--- config.mk ---
export PLATFORM = sky130hd
export DESIGN_NAME = dtm_dmi_jtag
export DESIGN_NICKNAME = d
export VERILOG_FILES = /design/src/rtl/dtm_dmi_jtag.sv
export SDC_FILE = /design/constraint.sdc
export NUM_CORES = 1
export LEC_CHECK = 0
export BUFFER_PORTS_ARGS = -buffer_cell sky130_fd_sc_hd__buf_2
export CORE_MARGIN = 2
export CORE_UTILIZATION = 28
export DETAILED_ROUTE_END_ITERATION = 12
export PLACE_DENSITY = 0.47
export SETUP_SLACK_MARGIN = 0.05
export SLEW_MARGIN = 25
export SYNTH_ARGS = -nofsm -noshare
export SYNTH_HDL_FRONTEND = slang
export SYNTH_SLANG_ARGS = --single-unit
--- constraint.sdc ---
create_clock -name tck_i -period 12.8 [get_ports tck_i]
set_input_delay 3.2 -clock tck_i [delete_from_list [all_inputs] [get_ports tck_i]]
set_output_delay 3.2 -clock tck_i [all_outputs]
set_load 0.005 [all_outputs]
--- src/rtl/dtm_dmi_jtag.sv ---
// JTAG-side DTMCS / DMI data registers of the debug transport module.
// Turns completed DMI scans into valid/ready requests toward the debug module.
module dtm_dmi_jtag #(
  parameter int unsigned AbitsW     = 7,
  parameter logic [2:0]  IdleCycles = 3'd1
) (
  input  logic              tck_i,
  input  logic              trst_i,
  input  logic              dmi_clear_i,
  input  logic              capture_i,
  input  logic              shift_i,
  input  logic              update_i,
  input  logic              tdi_i,
  input  logic              dtmcs_select_i,
  output logic              dtmcs_tdo_o,
  input  logic              dmi_select_i,
  output logic              dmi_tdo_o,
  output logic              dmi_req_valid_o,
  input  logic              dmi_req_ready_i,
  output logic [AbitsW-1:0] dmi_req_addr_o,
  output logic [31:0]       dmi_req_data_o,
  output logic [1:0]        dmi_req_op_o,
  input  logic              dmi_resp_valid_i,
  output logic              dmi_resp_ready_o,
  input  logic [31:0]       dmi_resp_data_i,
  input  logic [1:0]        dmi_resp_op_i
);

  localparam int unsigned DmiW = AbitsW + 34;

  localparam logic [1:0] ErrNone   = 2'd0;
  localparam logic [1:0] ErrFailed = 2'd2;
  localparam logic [1:0] ErrBusy   = 2'd3;
  localparam logic [1:0] OpRead    = 2'd1;
  localparam logic [1:0] OpWrite   = 2'd2;

  typedef enum logic [2:0] {
    Idle,
    Read,
    WaitRead,
    Write,
    WaitWrite
  } state_e;

  state_e            state_q, state_d;
  logic [1:0]        error_q, error_d;
  logic [AbitsW-1:0] addr_q, addr_d;
  logic [31:0]       data_q, data_d;
  logic [1:0]        op_q, op_d;
  logic [31:0]       dtmcs_sr_q, dtmcs_sr_d;
  logic [DmiW-1:0]   dmi_sr_q, dmi_sr_d;
  logic              req_valid_q, resp_ready_q;

  logic [31:0]       dtmcs_value;
  logic [AbitsW-1:0] sr_addr;
  logic [31:0]       sr_data;
  logic [1:0]        sr_op;
  logic [1:0]        capture_op;

  assign dtmcs_value = {14'd0, 1'b0, 1'b0, 1'b0, IdleCycles, error_q, 6'(AbitsW), 4'd1};
  assign sr_addr     = dmi_sr_q[DmiW-1 -: AbitsW];
  assign sr_data     = dmi_sr_q[33:2];
  assign sr_op       = dmi_sr_q[1:0];

  // Next-state: DM handshake first, then TAP strobes (hardreset must win)
  always_comb begin
    state_d    = state_q;
    error_d    = error_q;
    addr_d     = addr_q;
    data_d     = data_q;
    op_d       = op_q;
    dtmcs_sr_d = dtmcs_sr_q;
    dmi_sr_d   = dmi_sr_q;
    capture_op = ErrNone;

    case (state_q)
      Read:  if (dmi_req_ready_i) state_d = WaitRead;
      Write: if (dmi_req_ready_i) state_d = WaitWrite;
      WaitRead, WaitWrite: begin
        if (dmi_resp_valid_i) begin
          state_d = Idle;
          if (dmi_resp_op_i != 2'd0) begin
            if (error_q == ErrNone) error_d = ErrFailed;
          end else if (state_q == WaitRead) begin
            data_d = dmi_resp_data_i;
          end
        end
      end
      default: ;
    endcase

    if (dtmcs_select_i) begin
      if (capture_i) begin
        dtmcs_sr_d = dtmcs_value;
      end else if (shift_i) begin
        dtmcs_sr_d = {tdi_i, dtmcs_sr_q[31:1]};
      end else if (update_i) begin
        if (dtmcs_sr_q[17]) begin
          error_d = ErrNone;
          state_d = Idle;
        end else if (dtmcs_sr_q[16]) begin
          error_d = ErrNone;
        end
      end
    end

    if (dmi_select_i) begin
      if (capture_i) begin
        if (error_q != ErrNone) begin
          capture_op = error_q;
        end else if (state_q != Idle) begin
          capture_op = ErrBusy;
          error_d    = ErrBusy;
        end
        dmi_sr_d = {addr_q, data_q, capture_op};
      end else if (shift_i) begin
        dmi_sr_d = {tdi_i, dmi_sr_q[DmiW-1:1]};
      end else if (update_i && (error_q == ErrNone)) begin
        if (state_q != Idle) begin
          error_d = ErrBusy;
        end else begin
          addr_d = sr_addr;
          if (sr_op == OpRead) begin
            state_d = Read;
            op_d    = OpRead;
          end else if (sr_op == OpWrite) begin
            data_d  = sr_data;
            state_d = Write;
            op_d    = OpWrite;
          end
        end
      end
    end
  end

  // State and registered request/response handshake outputs
  always_ff @(posedge tck_i or posedge trst_i) begin
    if (trst_i) begin
      state_q      <= Idle;
      error_q      <= ErrNone;
      addr_q       <= '0;
      data_q       <= '0;
      op_q         <= '0;
      dtmcs_sr_q   <= '0;
      dmi_sr_q     <= '0;
      req_valid_q  <= 1'b0;
      resp_ready_q <= 1'b1;
    end else if (dmi_clear_i) begin
      state_q      <= Idle;
      error_q      <= ErrNone;
      addr_q       <= '0;
      data_q       <= '0;
      op_q         <= '0;
      dtmcs_sr_q   <= '0;
      dmi_sr_q     <= '0;
      req_valid_q  <= 1'b0;
      resp_ready_q <= 1'b1;
    end else begin
      state_q      <= state_d;
      error_q      <= error_d;
      addr_q       <= addr_d;
      data_q       <= data_d;
      op_q         <= op_d;
      dtmcs_sr_q   <= dtmcs_sr_d;
      dmi_sr_q     <= dmi_sr_d;
      req_valid_q  <= (state_d == Read) || (state_d == Write);
      resp_ready_q <= !((state_d == Read) || (state_d == Write));
    end
  end

  assign dtmcs_tdo_o      = dtmcs_sr_q[0];
  assign dmi_tdo_o        = dmi_sr_q[0];
  assign dmi_req_valid_o  = req_valid_q;
  assign dmi_resp_ready_o = resp_ready_q;
  assign dmi_req_addr_o   = addr_q;
  assign dmi_req_data_o   = data_q;
  assign dmi_req_op_o     = op_q;

endmodule

Yosys cells after proc, flatten, opt, wreduce, memory -nomap -nowiden
Index checks and enable logic that the tools add are counted.

Register bits: 121. Input port bits: 45. Output and inout bits: 45. Word-level logic and storage cells: 109.

Eq/ne operators: 11. Multiplexer cells: 72. Reduce and logical (&&, ||, !) cells: 17.

Operators with widths (count): 32-bit two-way mux (16); 41-bit two-way mux (4); 2-bit two-way mux (27); 3-bit two-way mux (16); 7-bit two-way mux (6); 2-bit nonzero test (5); 3-bit by 2-bit equality test with 1-bit output, second input constant (3); 3-bit case mux with 3 select lines (1); 3-bit nonzero test (3); 3-bit by 1-bit equality test with 1-bit output, second input constant (2); 2-bit inequality test, second input constant (3); 6-bit AND reduction (1); 5-bit AND reduction (1); 2-bit AND reduction (2); 3-bit equality test, second input constant (1); 2-bit by 1-bit equality test with 1-bit output, second input constant (1); 2-bit equality test, second input constant (1); 2-bit logical NOT (1); 1-bit two-way mux (2); 2-bit OR reduction (1); 1-bit logical AND (1); 1-bit logical NOT (1); 1-bit logical OR (1).

Depth between registers and ports, before layout
Gate-level depths: netlist (run 1).

Depth in word-level cells: 19. Mapped depth: 7. Mapped depth without buffers: 4.

Worst setup path before layout (run 1)
OpenSTA, ideal clock, no wires.

Path type: input port to flip-flop. From: input port capture_i. To: register dmi_sr_q[2]. Library setup time: 141 ps. Arrival time: 4208 ps. Required time: 12659 ps. Path slack: 8450 ps. Cell stages on the path: 6. Path buffers: 3. Cells stage by stage: buf_2 -> or2_1 -> buf_2 -> a21oi_4 -> buf_2 -> o31ai_1.

Word-level cells in the longest chain between the ends: 3. Elaborated cells between the ends (all ways): 5. Those cells by class: mux: 3; reduce/logical: 2.

Ends and longest elaborated chain: start, declared (line 10) `input logic capture_i,`; 41-bit two-way mux (line 108) `if (capture_i) begin`; 41-bit two-way mux (line 107) `if (dmi_select_i) begin`; 41-bit two-way mux (line 148) `end else if (dmi_clear_i) begin`; end signal, assigned (line 165) `dmi_sr_q <= dmi_sr_d;`; end, declared (line 51) `logic [DmiW-1:0] dmi_sr_q, dmi_sr_d;`.

Parallel ways exist; a longest one is shown, timed or not. The select of a mux whose other input is x is not followed. A chain may end at the register's enable or synchronous reset.

Final worst setup path (run 1)
From: input port capture_i. To: register dmi_sr_q[0].

The elaborated chain is that of the path after synthesis.

==> run_results.csv, run 1 <==
group,metric,value,unit
outcome,status,"finished, final reports clean",
power,internal_power,710.0,uW
cts,cts_tree,"done",
cts,clock_latency,0.41,ns
logic_synthesis,yosysTopAreaCellShare,51.05,%
logic_synthesis,synthCells,586,
route,postRouteAntennaNets,0,
logic_synthesis,synth.cell_area,5882,sq um
power,p_per_area,132.2,nW/um^2
worst_setup_path,crit_buf_inv,3,
die,fp.dieH,148.9,microns
logic_synthesis,synthTopCellsByArea,"dfrtp_1 51%, nand2_1 11%, mux2i_1 7.1%, o31ai_1 6.0%, a311oi_2 5.4%",
route,drt-pass1-iter-count,4,
sta,fin_setup_tns,0,ns
worst_setup_path,critPathSlowestCell,"buf_4",
final_layout,synthToLayoutAreaGrowth,19.95,%
power,sw_frac_of_total,23.86,%
placement,placed_cell_area,6449,sq um
sta,worst_pin_slew,1.001,ns
grt,gr-total-overflow,0,
power,switchingPower,222.5,uW
power,p_leak,0.003218,uW
power,comb_power_share,5.8,%
min_path,hold_path_class,"reg -> reg",
cts,htreeDepth,4,
grt,antenna_found_initial,0,
die,chipWidth,148.9,microns
power,max-vdd-ir-drop,0.06087,mV
cts,path_clk_slew,0.06,ns
final_layout,finalNetCount,697,
placement,gp_congestion,0.7082,
logic_synthesis,synth_area_leader_cell,"dfrtp_1",
logic_synthesis,synth_edf_count,0,
logic_synthesis,seq_area_frac_synth,51.50,%
sta,rsz0062_at_grt,"false",
worst_setup_path,cp-start-kind,"input port",
grt,grtUsageTotal,13.40,%
route,vias_per_cell,4.748,
sta,max_slew_margin,33.28,%
worst_setup_path,crit_top_cell,"buf_4",
cts,cts_sinks,121,
sta,hold_viol,0,
sta,period_minus_slack,5.054,ns
cts,cts_root_buffer,"clkbuf_16",
final_layout,drive_gt1_share,24.36,%
final_layout,stdcell_area,7056,sq um
sta,final-max-slew-violation-count,0,
die,initial_core_util,28.25,%
sta,fin_crit_sh,39.48,%
placement,dp_hpwl,9012,microns
logic_synthesis,ys_ff_latch,121,
die,core_area,20820,sq um
logic_synthesis,yosys_warnings,0,
worst_setup_path,cp_max_fo,82,
power,power_frac_clock,52.2,%
cts,post_cts_resized,0,
worst_setup_path,arrival,5.34,ns
logic_synthesis,syn_nets,631,
route,wire_per_inst,15.29,microns
placement,portBuffers,89,
cts,cts_hold_buf,0,
worst_setup_path,cp_data_required_time,13.08,ns
grt,grt_pass1_wl,23600,microns
route,drc,0,
route,vias,4463,
grt,grt_start_max_net_pins,83,
sta,finClkSkew,0.01453,ns
worst_setup_path,criticalPathCategory,"in -> reg",
route,wl,14380,microns
power,power_frac_seq,42.0,%
cts,cts_setup_buffers,0,
route,drtIter0Drc,269,
sta,max_freq,0.1979,GHz
job,maxCapViolations,0,
worst_setup_path,cp_cell_sequence,"buf_2, buf_4, or2_1, a21oi_4, buf_4, o41ai_1",
logic_synthesis,syn-mean-instance-area,10.04,sq um
die,rows,53,
cts,clock_path_buffers,2,
worst_setup_path,cp-end-kind,"register",
logic_synthesis,async_reset_ff_share,100.0,%
logic_synthesis,synth_common_cells,"165 x nand2_1, 120 x dfrtp_1, 47 x o31ai_1, 45 x nor2_1, 42 x mux2i_1",
worst_setup_path,slowest_delay,0.69,ns
final_layout,antenna_cells,0,
cts,cts_made_buffers,17,
grt,grt_pass1_vias,4415,
worst_setup_path,cp_top_family,"buffers and inverters",
logic_synthesis,synth.distinct_cells,48,
die,num_io_pins,90,
logic_synthesis,synth_most_common_cell,"nand2_1",
logic_synthesis,synth_flop_cell,"dfrtp_1",
sta,finalSetupViolations,0,
die,dieArea,22180,sq um
[path summary, 6_finish.rpt]
kind	start	end	slack, ns	cells past startpoint
worst max-delay path	capture_i	dmi_sr_q[0]$_DFFE_PP0P_	7.75	6
worst min-delay path	dtmcs_sr_q[2]$_DFFE_PP0P_	dtmcs_sr_q[2]$_DFFE_PP0P_	0.48	2
worst max register to register	state_q[1]$_DFF_PP0_	dmi_req_data_o[21]$_DFF_PP0_	10.87	5
worst min register to register	dtmcs_sr_q[2]$_DFFE_PP0P_	dtmcs_sr_q[2]$_DFFE_PP0P_	0.48	2
max in group asynchronous	trst_i	dtmcs_sr_q[17]$_DFFE_PP0P_	8.56	3
min in group asynchronous	trst_i	dtmcs_sr_q[2]$_DFFE_PP0P_	2.94	2
[worst min-delay path, cell delays in order (launching register included)]
cell,delay [ns]
dfrtp_1,0.34
nand2_1,0.05
o21ai_0,0.06
[metal layers]
layer	GRT usage, %	share of wire [%]	up-vias
met5	0	0	-
met1	18.88	50	2171
met3	4.220	5.2	4
li1	-	-	2198
met4	3.333	0.47	0
met2	20.05	45	90
[power groups by stage]
stage	Combinational (uW)	Sequential, uW	Clock, uW
2_1_floorplan	37.2	397	0
5_1_grt	61.2	392	518
3_5_place_dp	55.7	398	0
3_3_place_gp	54.7	398	0
6_report	54.5	391	487
4_1_cts	55.8	391	498
[metrics by stage]
step / worst slack, ns / power [uW] / cells / utilization [%] / hold WS [ns]
2_1_floorplan: 6.387 / 434.4 / 586 / - / 0.4478
3_3_place_gp: 7.426 / 452.7 / 908 / 30.97 / 0.4604
3_5_place_dp: 7.322 / 453.9 / 908 / 30.97 / 0.4698
4_1_cts: 7.757 / 945.3 / 940 / 33.86 / 0.4841
5_1_grt: 7.639 / 970.9 / 940 / 33.88 / 0.5075
6_report: 7.746 / 932.5 / 940 / 33.88 / 0.4801
[layout make-up]
cell class	count	area [sq um]
sequential	121	3029
clock inverter	15	176.4
inverter	3	13.76
timing repair buffer	97	508.0
clock buffer	17	425.4
multi-input combinational	412	2559
tap	275	344.1
fill	2171	13770
[registers in the layout (all words and copies together) (netlist names)]
| signal | cells |
|---|---|
| dmi_sr_q | 41 |
| dmi_req_addr_o | 7 |
| dmi_resp_ready_o | 1 |
| dtmcs_sr_q | 32 |
| dmi_req_valid_o | 1 |
| dmi_req_data_o | 32 |
| state_q | 3 |
| error_q | 2 |
| dmi_req_op_o | 2 |
[kinds of logic (layout without fill, tap and decap cells)]
group	count (synthesis)	count (layout)	share of synthesized area, %
xor+xnor	2	2	0.2979
simple gates	234	234	16.74
flops	121	121	51.50
buf+inv	53	132	5.127
compound gates	134	134	19.19
mux	42	42	7.147
[layout by cell type, fill, tap and decap left out, types with 2 or more instances in the layout]
master,n
o41ai_1,2
a311oi_2,21
clkinv_2,4
o21ai_1,5
a22o_1,8
clkinvlp_4,3
and3_1,2
o21ai_0,23
nand2b_1,5
inv_1,2
bufinv_16,3
buf_4,9
nand3_1,2
clkinv_4,4
a21oi_1,5
mux2i_1,42
dfrtp_1,120
o31ai_1,47
a311oi_1,11
nand2_1,165
nor3_1,3
a21oi_4,2
clkbuf_16,17
buf_2,88
nor2_1,44
nor4b_4,2
No activity file was read; power rests on OpenSTA's default activity.
==> run 2, diff against run 1 <==
ABC_AREA = 1   (was default)
PLACE_DENSITY = 0.49   (was 0.47)
clock period = 4.5 ns   (was 12.8 ns; I/O delays follow)
==> run_results.csv, run 2 <==
group,metric,value,unit
outcome,status,"finished, final reports clean",
die,num_io_pins,90,
route,drc,0,
cts,htreeDepth,4,
grt,gr-total-overflow,0,
route,drt-pass1-iter-count,4,
cts,cts_made_buffers,17,
logic_synthesis,synth_edf_count,0,
placement,placed_cell_area,6540,sq um
worst_setup_path,rr_worst_depth,7,
logic_synthesis,synth_area_leader_cell,"dfrtp_1",
logic_synthesis,synth_most_common_cell,"nand2_1",
final_layout,synthToLayoutAreaGrowth,21.57,%
final_layout,top_register,"dmi_sr_q",
grt,grt_pass1_wl,25850,microns
sta,period_minus_slack,2.967,ns
final_layout,most-common-layout-cells,"201 x nand2_1, 120 x dfrtp_1, 109 x o21ai_0, 89 x buf_2, 83 x nor2_1",
sta,max_slew_margin,38.77,%
final_layout,finalNetCount,875,
final_layout,largest_reg_flops,41,
min_path,hold_path_class,"reg -> reg",
sta,finClkSkew,0.007984,ns
die,dieArea,22240,sq um
power,max-vdd-ir-drop,0.2692,mV
final_layout,stdcell_area,7171,sq um
logic_synthesis,async_reset_ff_share,100.0,%
worst_setup_path,cp-end-kind,"register",
worst_setup_path,r2r_slack,2.23,ns
sta,worst_slack,1.533,ns
sta,fin_setup_tns,0,ns
logic_synthesis,yosys_warnings,0,
cts,cts_root_buffer,"clkbuf_16",
logic_synthesis,synth.distinct_cells,30,
power,p_per_area,430.8,nW/um^2
sta,finalSetupViolations,0,
logic_synthesis,ys_ff_latch,121,
worst_setup_path,startpoint,"dmi_clear_i",
cts,cts_setup_buffers,0,
cts,path_clk_slew,0.05,ns
worst_setup_path,r2r-end,"dmi_req_data_o[31]$_DFF_PP0_",
final_layout,fin_util,34.44,%
sta,fin_crit_sh,65.93,%
sta,final-max-slew-violation-count,0,
logic_synthesis,synth_flop_cell,"dfrtp_1",
route,postRouteAntennaNets,0,
job,maxCapViolations,0,
worst_setup_path,cp-start-kind,"input port",
route,vias,5125,
logic_synthesis,yosysTopAreaCellShare,50.91,%
worst_setup_path,r2r_start,"error_q[0]$_DFF_PP0_",
die,rows,53,
final_layout,fin_cells,1117,
grt,antenna_found_initial,0,
logic_synthesis,synth.cell_area,5898,sq um
cts,cts_sinks,121,
final_layout,final_common_cell,"nand2_1",
die,chipWidth,149.1,microns
cts,cts_hold_buf,0,
worst_setup_path,cp_data_required_time,4.78,ns
worst_setup_path,crit_end,"dmi_sr_q[1]$_DFFE_PP0P_",
sta,worst_pin_slew,0.9185,ns
worst_setup_path,cp_max_fo,66,
grt,grtUsageTotal,14.72,%
cts,clock_latency,0.42,ns
die,core_area,20820,sq um
cts,cts_tree,"done",
grt,grt_pass1_vias,5007,
logic_synthesis,seq_area_frac_synth,51.36,%
placement,post-place-ws,1.064,ns
final_layout,fillers,2289,
cts,post_cts_resized,0,
sta,hold_viol,0,
logic_synthesis,syn-mean-instance-area,7.781,sq um
die,initial_core_util,28.33,%
placement,portBuffers,89,
worst_setup_path,arrival,3.25,ns
placement,dp_hpwl,10090,microns
logic_synthesis,syn_nets,803,
route,vias_per_cell,4.588,
logic_synthesis,synthCells,758,
grt,grt_start_max_net_pins,73,
placement,gp_congestion,0.7277,
sta,rsz0062_at_grt,"false",
cts,clock_path_buffers,2,
sta,max_freq,0.3370,GHz
die,fp.dieH,149.1,microns
logic_synthesis,synth_common_cells,"202 x nand2_1, 120 x dfrtp_1, 109 x o21ai_0, 84 x nor2_1, 67 x nand3_1",
route,wl,15490,microns
final_layout,drive_gt1_share,19.24,%
worst_setup_path,criticalPathCategory,"in -> reg",
logic_synthesis,synthTopCellsByArea,"dfrtp_1 51%, nand2_1 13%, o21ai_0 9.2%, nand3_1 5.7%, nor2_1 5.3%",
route,drtIter0Drc,238,
power,p_leak,0.003518,uW
placement,dpl.cell_count,1086,
route,wire_per_inst,13.87,microns
final_layout,antenna_cells,0,
min_path,min-delay-start,"dmi_req_op_o[1]$_DFFE_PP0P_",
[run 2: cell type report]
| type | count | area, sq um | share of cell area, % |
|---|---|---|---|
| flip-flops and latches | 121 | 3029 | 42.24 |
| multi-input cells | 539 | 2445 | 34.10 |
| repair buffers | 100 | 528.0 | 7.363 |
| clock buffers | 24 | 491.7 | 6.857 |
| well taps | 275 | 344.1 | 4.798 |
| inverters | 51 | 193.9 | 2.705 |
| clock inverters | 7 | 138.9 | 1.937 |
[run 2: cell families after synthesis]
logic type             after synthesis  synth area share (%)
AND/OR/NAND/NOR                    381                 27.56
flip-flops                         121                 51.36
AO/OA/AOI/OAI                      158                 13.81
buffers and inverters               98                 7.276
[run 2: critical path, cell delays in order]
cell     delay, ns
buf_2         0.15
inv_2         0.52
nand2_2       0.17
nor2_4        0.49
nor2_4        0.17
buf_4         0.36
o21ai_0       0.14
o21ai_0       0.09
[run 2: per-layer routing]
layer / global-route usage (%) / wire, microns / share of wire (%)
met1: 19.86 / 7452 / 48
met2: 23.13 / 7104 / 46
met3: 3.058 / 575 / 3.7
met4: 5.952 / 357 / 2.3
met5: 0 / 0 / 0
[run 2: power breakdown]
| part | switching [uW] | internal [uW] | total (uW) |
|---|---|---|---|
| sequential | 54.5 | 1150 | 1200 |
| combinational | 292 | 127 | 420 |
| clock | 487 | 981 | 1470 |
| total | 834 | 2260 | 3090 |
[run 2: worst min-delay path by stage]
stage,to,slack [ns],depth (start not counted)
final,dmi_req_op_o[1]$_DFFE_PP0P_,0.47,2
after global routing,dmi_req_op_o[1]$_DFFE_PP0P_,0.50,2
after CTS,dmi_req_op_o[1]$_DFFE_PP0P_,0.48,2
after detailed placement,dmi_req_op_o[1]$_DFFE_PP0P_,0.47,2
after global placement,dmi_req_op_o[1]$_DFFE_PP0P_,0.46,2
after floorplan,dtmcs_sr_q[9]$_DFFE_PP0P_,0.46,2
[run 2: per-stage QoR]
| step | power, uW | hold WS (ns) |
|---|---|---|
| after floorplan | 1517 | 0.4592 |
| after global placement | 1648 | 0.4622 |
| after detailed placement | 1651 | 0.4660 |
| after CTS | 3130 | 0.4795 |
| after global routing | 3243 | 0.5025 |
| final | 3089 | 0.4718 |
==> run 3, diff against run 2 <==
PLACE_DENSITY = 0.47   (was 0.49)
clock period = 3 ns   (was 4.5 ns; I/O delays follow)
==> run_results.csv, run 3 (synthesized netlist as in run 2, its figures left out) <==
group,metric,value,unit
final_layout,multi_input_area,2442,sq um
sta,final-max-slew-violation-count,0,
placement,dp_hpwl,10060,microns
power,power_frac_clock,43.7,%
final_layout,final_common_cell,"nand2_1",
cts,cts_setup_buffers,0,
final_layout,largest_reg_flops,41,
sta,max_freq,0.4896,GHz
final_layout,most-common-layout-cells,"202 x nand2_1, 120 x dfrtp_1, 109 x o21ai_0, 89 x buf_2, 83 x nor2_1",
final_layout,antenna_cells,0,
final_layout,fin_util,34.49,%
cts,cts_root_buffer,"clkbuf_16",
grt,gr-total-overflow,0,
cts,cts_tree,"done",
route,drt-pass1-iter-count,5,
power,p_leak,0.003521,uW
grt,grtUsageTotal,15.39,%
sta,fin_setup_tns,0,ns
route,wl_met2,7383,microns
cts,htreeDepth,4,
power,switchingPower,1251,uW
die,core_area,20820,sq um
grt,grt_pass1_wl,26810,microns
die,num_io_pins,90,
job,maxCapViolations,0,
grt,grt_start_max_net_pins,75,
sta,hold_viol,0,
final_layout,fillers,2285,
power,power_frac_seq,41.1,%
sta,finClkSkew,0.007757,ns
route,m1WireLength,7865,microns
sta,rsz0062_at_grt,"false",
die,fp.dieH,149.1,microns
cts,cts_sinks,121,
grt,grt_pass1_vias,4984,
die,rows,53,
die,chipWidth,149.1,microns
power,sw_frac_of_total,28.60,%
worst_setup_path,r2r_slack,1.12,ns
cts,clock_latency,0.42,ns
sta,fin_crit_sh,68.09,%
route,vias,5086,
outcome,status,"finished, final reports clean",
route,top_layer_used,"met4",
final_layout,top_register,"dmi_sr_q",
min_path,hold_path_class,"in -> async",
cts,clock_path_buffers,2,
sta,max_slew_margin,50.42,%
worst_setup_path,cp-start-kind,"input port",
power,internal_power,3124,uW
route,wire_per_inst,14.25,microns
die,dieArea,22240,sq um
worst_setup_path,cp_data_required_time,3.33,ns
cts,cts_hold_buf,0,
route,drc,0,
placement,portBuffers,89,
grt,antenna_found_initial,0,
worst_setup_path,arrival,2.38,ns
power,p_per_area,609.1,nW/um^2
route,postRouteAntennaNets,0,
sta,period_minus_slack,2.043,ns
die,initial_core_util,28.33,%
route,vias_per_cell,4.533,
final_layout,drive_gt1_share,19.60,%
final_layout,synthToLayoutAreaGrowth,21.76,%
sta,finalSetupViolations,0,
power,comb_power_share,15.2,%
final_layout,finalNetCount,879,
route,drtIter0Drc,298,
worst_setup_path,cp_max_fo,22,
cts,path_clk_slew,0.06,ns
final_layout,register_area,3029,sq um
placement,gp_congestion,0.8166,
route,wl,15990,microns
worst_setup_path,cp-end-kind,"register",
sta,worst_pin_slew,0.7429,ns
worst_setup_path,criticalPathCategory,"in -> reg",
power,max-vdd-ir-drop,0.4061,mV
route,met3_length,664,microns
cts,post_cts_resized,0,
cts,cts_made_buffers,17,
[run 3: cell types whose count changed in the layout (fill, tap and decap cells not counted), sizes merged]
cell / change
clkinv: +4
buf: +4
clkbuf: -1
bufinv: -3
inv: -1
clkinvlp: +2
[run 3: layout make-up]
type / instances / share of cell area, %
clock buffer: 23 / 6.655
timing repair buffer: 104 / 8.641
multi-input combinational: 539 / 34.01
inverter: 51 / 2.718
tap: 275 / 4.791
sequential: 121 / 42.18
clock inverter: 9 / 1.010
[run 3: final timing paths]
check | from | end | depth (start not counted)
worst min-delay path | trst_i | dmi_req_data_o[26]$_DFF_PP0_ | 2
min in group tck_i | dmi_req_op_o[1]$_DFFE_PP0P_ | dmi_req_op_o[1]$_DFFE_PP0P_ | 2
worst max-delay path | capture_i | dtmcs_sr_q[10]$_DFFE_PP0P_ | 8
worst max register to register | state_q[1]$_DFF_PP0_ | dmi_req_data_o[29]$_DFF_PP0_ | 9
worst min register to register | dmi_req_op_o[1]$_DFFE_PP0P_ | dmi_req_op_o[1]$_DFFE_PP0P_ | 2
max in group asynchronous | trst_i | dmi_req_data_o[3]$_DFF_PP0_ | 3
[run 3: metal layers]
| metal | up-vias | GRT usage (%) |
|---|---|---|
| li1 | 2623 | - |
| met1 | 2381 | 21.23 |
| met2 | 78 | 24.19 |
| met3 | 4 | 3.303 |
| met4 | 0 | 4.857 |
| met5 | - | 0 |
[run 3: metrics by stage]
| stage | power (uW) | setup slack (ns) | cell area (sq um) | cells | hold slack, ns |
|---|---|---|---|---|---|
| finish | 4375 | 0.9574 | 7182 | 1122 | 0.3288 |
| CTS | 4446 | 0.9637 | 7182 | 1122 | 0.3307 |
| global route | 4630 | 0.7811 | 7182 | 1122 | 0.3469 |
| global placement | 2503 | 0.5675 | 6631 | 1090 | 0.4565 |
| detailed placement | 2502 | 0.5139 | 6631 | 1090 | 0.4600 |
| floorplan | 2276 | 0.7675 | 5902 | 758 | 0.4592 |
[run 3: worst max-delay path, stage by stage]
cell and delay, ns:
buf_2 0.23, inv_2 0.10, nand2_2 0.10, nor2_4 0.04
nor2_2 0.56, buf_4 0.37, nor2_1 0.06, a31oi_1 0.14
[run 3: power groups by stage]
stage / Clock [uW] / Combinational (uW) / Sequential, uW
final: 1910 / 664 / 1800
after global routing: 2050 / 769 / 1810
after CTS: 1970 / 678 / 1800
after detailed placement: 0 / 677 / 1820
after global placement: 0 / 676 / 1830
after floorplan: 0 / 467 / 1810
